==> src/rtl/term_writer.sv <==
// Byte-stream text terminal writing {attr,char} cells into the VGA screen RAM,
// with cursor, control codes, line wrap and scroll. Build macro: TERM_ATTR_ESC_EN (ESC loads attr).
module term_writer #(
  parameter int         COLS           = 132,
  parameter int         ROWS           = 30,
  parameter logic [7:0] DEFAULT_ATTR   = 8'h70,
  parameter bit         CLEAR_ON_RESET = 1'b1
) (
  input  logic        mclk,
  input  logic        rst_n,
  input  logic [7:0]  in_data,
  input  logic        in_valid,
  output logic        in_ready,
  output logic [11:0] mem_addr,
  output logic [15:0] mem_wdata,
  output logic        mem_we,
  input  logic [15:0] mem_rdata,
  output logic [7:0]  cur_col,
  output logic [4:0]  cur_row,
  output logic        busy,
  output logic [2:0]  dbg_state
);

  localparam logic [11:0] TOTAL_M1  = 12'(COLS * ROWS - 1);
  localparam logic [11:0] COLS_W    = 12'(COLS);
  localparam logic [11:0] LAST_BASE = 12'(COLS * (ROWS - 1));
  localparam logic [7:0]  COL_MAX   = 8'(COLS - 1);
  localparam logic [4:0]  ROW_MAX   = 5'(ROWS - 1);

  typedef enum logic [2:0] {IDLE, PUT, SCR_RD, SCR_WR, CLR_LINE, CLR_ALL} state_t;

  state_t      state;
  logic [11:0] row_base;
  logic [11:0] cnt;
  logic [15:0] wdata_q;
  logic        scr_fwd;
  logic        scroll_pend;
  logic        esc_armed;
  logic [7:0]  attr;
  logic        in_fire;
  logic [11:0] cur_addr;

  // Handshake: a byte transfers on a posedge where in_valid && in_ready; in_ready
  // is a registered flag that is only high in IDLE, so the source holds the byte while busy.
  assign in_fire   = in_valid && in_ready;
  assign cur_addr  = row_base + {4'd0, cur_col};
  assign busy      = (state != IDLE);
  assign dbg_state = state;
  // Scroll write cycle forwards the cell read one cycle earlier straight from the RAM.
  assign mem_wdata = scr_fwd ? mem_rdata : wdata_q;

`ifdef TERM_ATTR_ESC_EN
  always_ff @(posedge mclk or negedge rst_n) begin
    if (!rst_n) begin
      esc_armed <= 1'b0;
      attr      <= DEFAULT_ATTR;
    end else if (in_fire) begin
      if (esc_armed) begin
        attr      <= in_data;
        esc_armed <= 1'b0;
      end else if (in_data == 8'h1B) begin
        esc_armed <= 1'b1;
      end
    end
  end
`else
  assign esc_armed = 1'b0;
  assign attr      = DEFAULT_ATTR;
`endif

  always_ff @(posedge mclk or negedge rst_n) begin
    if (!rst_n) begin
      state       <= CLEAR_ON_RESET ? CLR_ALL : IDLE;
      in_ready    <= 1'b0;
      mem_we      <= 1'b0;
      mem_addr    <= 12'd0;
      wdata_q     <= 16'd0;
      scr_fwd     <= 1'b0;
      cur_col     <= 8'd0;
      cur_row     <= 5'd0;
      row_base    <= 12'd0;
      cnt         <= 12'd0;
      scroll_pend <= 1'b0;
    end else begin
      case (state)
        IDLE: begin
          in_ready <= 1'b1;
          if (in_fire && !esc_armed) begin
            if (in_data >= 8'h20) begin
              mem_we   <= 1'b1;
              mem_addr <= cur_addr;
              wdata_q  <= {attr, in_data};
              state    <= PUT;
              in_ready <= 1'b0;
              if (cur_col == COL_MAX) begin
                cur_col <= 8'd0;
                if (cur_row == ROW_MAX) begin
                  scroll_pend <= 1'b1;
                end else begin
                  cur_row  <= cur_row + 5'd1;
                  row_base <= row_base + COLS_W;
                end
              end else begin
                cur_col <= cur_col + 8'd1;
              end
            end else begin
              case (in_data)
                8'h0D: cur_col <= 8'd0;
                8'h08: if (cur_col != 8'd0) cur_col <= cur_col - 8'd1;
                8'h0A: begin
                  if (cur_row == ROW_MAX) begin
                    state    <= SCR_RD;
                    in_ready <= 1'b0;
                    mem_addr <= COLS_W;
                    cnt      <= COLS_W;
                  end else begin
                    cur_row  <= cur_row + 5'd1;
                    row_base <= row_base + COLS_W;
                  end
                end
                8'h0C: begin
                  state    <= CLR_ALL;
                  in_ready <= 1'b0;
                  mem_we   <= 1'b1;
                  mem_addr <= 12'd0;
                  cnt      <= 12'd0;
                  wdata_q  <= {attr, 8'h20};
                end
                default: ;
              endcase
            end
          end
        end
        PUT: begin
          mem_we <= 1'b0;
          if (scroll_pend) begin
            scroll_pend <= 1'b0;
            state       <= SCR_RD;
            mem_addr    <= COLS_W;
            cnt         <= COLS_W;
          end else begin
            state    <= IDLE;
            in_ready <= 1'b1;
          end
        end
        SCR_RD: begin
          mem_addr <= cnt - COLS_W;
          mem_we   <= 1'b1;
          scr_fwd  <= 1'b1;
          state    <= SCR_WR;
        end
        SCR_WR: begin
          scr_fwd <= 1'b0;
          if (cnt == TOTAL_M1) begin
            state    <= CLR_LINE;
            mem_addr <= LAST_BASE;
            cnt      <= LAST_BASE;
            wdata_q  <= {attr, 8'h20};
          end else begin
            mem_we   <= 1'b0;
            cnt      <= cnt + 12'd1;
            mem_addr <= cnt + 12'd1;
            state    <= SCR_RD;
          end
        end
        CLR_LINE: begin
          if (cnt == TOTAL_M1) begin
            mem_we   <= 1'b0;
            state    <= IDLE;
            in_ready <= 1'b1;
          end else begin
            cnt      <= cnt + 12'd1;
            mem_addr <= cnt + 12'd1;
          end
        end
        CLR_ALL: begin
          // Entered from reset with the strobe low: spend one cycle arming the first write.
          if (!mem_we) begin
            mem_we   <= 1'b1;
            mem_addr <= 12'd0;
            cnt      <= 12'd0;
            wdata_q  <= {attr, 8'h20};
          end else if (cnt == TOTAL_M1) begin
            mem_we   <= 1'b0;
            state    <= IDLE;
            in_ready <= 1'b1;
            cur_col  <= 8'd0;
            cur_row  <= 5'd0;
            row_base <= 12'd0;
          end else begin
            cnt      <= cnt + 12'd1;
            mem_addr <= cnt + 12'd1;
          end
        end
        default: state <= IDLE;
      endcase
    end
  end

endmodule

==> config.mk <==
export PLATFORM = sky130hd
export DESIGN_NAME = term_writer
export DESIGN_NICKNAME = d
export VERILOG_FILES = /design/src/rtl/term_writer.sv
export SDC_FILE = /design/constraint.sdc
export NUM_CORES = 1
export LEC_CHECK = 0
export ABC_AREA = 1
export BUFFER_PORTS_ARGS = -buffer_cell sky130_fd_sc_hd__buf_2
export CAP_MARGIN = 30
export CORE_MARGIN = 2
export CORE_UTILIZATION = 65
export CTS_BUF_LIST = sky130_fd_sc_hd__clkbuf_8
export CTS_CLUSTER_SIZE = 12
export DETAILED_ROUTE_END_ITERATION = 8
export GPL_TIMING_DRIVEN = 0
export PLACE_DENSITY = 0.87
export SLEW_MARGIN = 30
export SYNTH_ARGS = -nofsm -noshare
export SYNTH_HDL_FRONTEND = slang
export SYNTH_SLANG_ARGS = --single-unit
==> constraint.sdc <==
create_clock -name mclk -period 2.8 [get_ports mclk]
set_clock_uncertainty 0.05 [all_clocks]
set_input_delay 0 -clock mclk [delete_from_list [all_inputs] [get_ports mclk]]
set_output_delay 0 -clock mclk [all_outputs]
set_load 0.02 [all_outputs]
==> flow_summary.toml <==
[status]
status = "finished clean"

[route]
drc = 0
firstDrtPassIters = 6
drtAntennaViolNets = 0
routedWlPerCell_um = 14.54
vias = 5639
routed_via_density = 5.662
drt-total-wl_mm = 14.48
first_iter_violations = 534

[timing]
relSlewSlack = 0.6875
slew_violations = 0
worstMarginPinSlew_ns = 0.4687
whs_ns = 0.02758
tns_ns = 0
finalHoldViolations = 0
post-route-min-period_ns = 2.329
timing.fmax_ghz = 0.4294
rsz0062_at_grt = "false"
period_share = 0.8317
finalSetupViolCount = 0
fin_ws_ns = 0.4712

[critical_path]
crit_required_ns = 3.00
worstPathArrival_ns = 2.53
endpoint_kind = "flop"
critPathMaxFanout = 10
critical_path_class = "reg -> reg"
regToRegSetupSlack_ns = 0.47
cp-start-kind = "flop"

[power]
total_power_mw = 6.971
p_leak_nw = 3.347
ir_worst_vdd_mv = 0.8175
power.density_nw_per_um2 = 1145

[logic_synthesis]
yosysSeqAreaShare = 0.3023
synth.distinct_cells = 37
ys.flop_type = "dfrtp_1"
yosys_warnings = 0
ys_ff_latch = 63
syn_area_um2 = 5224
synth_top_area_frac = 0.2922
synth_cells = 795
synthTopCellsByCount = "nand2_1 (267), inv_1 (81), nand3_1 (75), nor2_1 (71), dfrtp_1 (61)"
synth_edf_count = 0
synth_area_leaders = "dfrtp_1 (29%), nand2_1 (19%), nand3_1 (7.2%), inv_1 (5.8%), o21ai_2 (5.2%)"
avgSynthCellArea_um2 = 6.571
synth.largest_area_cell = "dfrtp_1"
syn_nets = 839
synth_most_common_cell = "nand2_1"
async_flop_share = 1.000

[placement]
placed_area_um2 = 5739
post-place-ws_ns = 0.5256
port_buffers = 73
post-dp-hpwl_mm = 10.66
gp_congestion = 0.9743

[global_routing]
grt_pass1_wl_mm = 24.21
grt_pass1_vias = 5299
grt_start_max_net_pins = 44
antenna_found_initial = 0
track_usage = 0.3459
grt-ovfl-total = 0

[floorplan]
dieArea_um2 = 8769
ios = 74
placeableCoreArea_um2 = 7767
rows = 32
die_y_um = 93.65
initial_utilization = 0.6725
dieWidth_um = 93.65

[final_layout]
multi_input_area_um2 = 3127
fill_cells = 572
nets = 933
n_antenna_cell = 0
design_area_um2 = 6090
syn2layout_area_growth_pct = 16.57
regArea_um2 = 1579
drive_above_1_share = 0.2181

[cts]
cts_max_path_buffers = 2
tritoncts = "yes"
numCtsBuffers = 9
cts.sink_count = 63
insertion_delay_ns = 0.35
ctsResizeCount = 0
htree_levels = 3
root_buffer = "clkbuf_8"
clkSlewWorstSetupHoldPaths_ns = 0.08

[worst_hold_path]
hold_path.class = "in -> async"

[run]
drv_cap = 0
==> final timing paths <==
kind | end | cells after the start | start
max | mem_addr[0] | 12 | cnt[1]
min | cnt[9] | 2 | rst_n
max reg2reg | mem_addr[0] | 12 | cnt[1]
min reg2reg | wdata_q[13] | 2 | wdata_q[13]
max in group asynchronous | cur_row[0] | 3 | rst_n
min in group mclk | in_ready | 6 | in_valid
==> cell type report <==
| class | instances | share of cell area |
|---|---|---|
| flip-flops and latches | 63 | 0.2593 |
| plain buffers | 24 | 0.02671 |
| multi-input cells | 614 | 0.5135 |
| inverters | 94 | 0.05835 |
| well taps | 102 | 0.02096 |
| repair buffers | 83 | 0.07849 |
| clock inverters | 7 | 0.02240 |
| clock buffers | 9 | 0.02034 |
==> repair_timing <==
action                    CTS  global route
hold endpoints to repair   71             0
hold buffers                9             0
setup buffers               0             0
==> critical path: stages (launching register included) <==
cell     delay, ns
dfrtp_1       0.44
ha_1          0.29
nand2_1       0.09
nor2_1        0.15
nand3_2       0.26
buf_2         0.29
ha_1          0.19
inv_1         0.05
nor2_1        0.05
a21oi_1       0.15
nand3_1       0.09
nand2_1       0.07
nand2_1       0.05
==> cell families (layout without fill, tap and decap cells) <==
group / count (synthesis) / count (layout) / synth area share
flip-flops: 63 / 63 / 0.3023
buffers and inverters: 118 / 217 / 0.09916
AND/OR/NAND/NOR: 475 / 475 / 0.4055
XOR/XNOR: 10 / 10 / 0.01677
AO/OA/AOI/OAI: 112 / 112 / 0.1356
adder cells (fa/ha/maj): 17 / 17 / 0.04072
==> flip-flops by register name, indices dropped and copies added, names as in the netlist, 3 cells and up <==
signal and cells:
cur_col 8, dbg_state 3, cnt 12, wdata_q 9, row_base 10, mem_addr 12
cur_row 5
==> metrics by stage <==
step                cells    util
floorplan             795       -
global placement      970  0.7360
detailed placement    971  0.7389
CTS                   996  0.7840
global route          996  0.7840
finish                996  0.7840
==> placed cells by master, fill, tap and decap left out, drive strengths merged <==
cell	Yosys	final
xnor2	2	2
nand3	79	79
nor3	7	7
bufinv	0	4
nand2	281	281
nand4	11	11
clkinvlp	0	1
nor2	81	81
dfrtp	61	61
o21ai	76	76
a21oi	26	26
o2111ai	1	1
dfstp	2	2
o221ai	1	1
clkbuf	2	11
nand3b	5	5
clkinv	1	2
o211ai	8	8
dlygate4sd3	0	9
inv	93	94
or2	11	11
ha	17	17
xor2	8	8
buf	22	96
==> per-layer routing <==
| layer | wire length, um | vias up | GRT usage |
|---|---|---|---|
| met1 | 5938 | 2584 | 0.4442 |
| met5 | 0 | - | 0 |
| met3 | 1158 | 28 | 0.05479 |
| li1 | - | 2746 | - |
| met2 | 7121 | 281 | 0.5953 |
| met4 | 259 | 0 | 0.1159 |
==> report_power, final <==
part	internal [mW]	total, mW	switching [mW]
registers	1.28	1.68	0.406
clock network	0.677	1.06	0.384
logic	1.45	4.23	2.78
(Power assumes the default switching activity.)
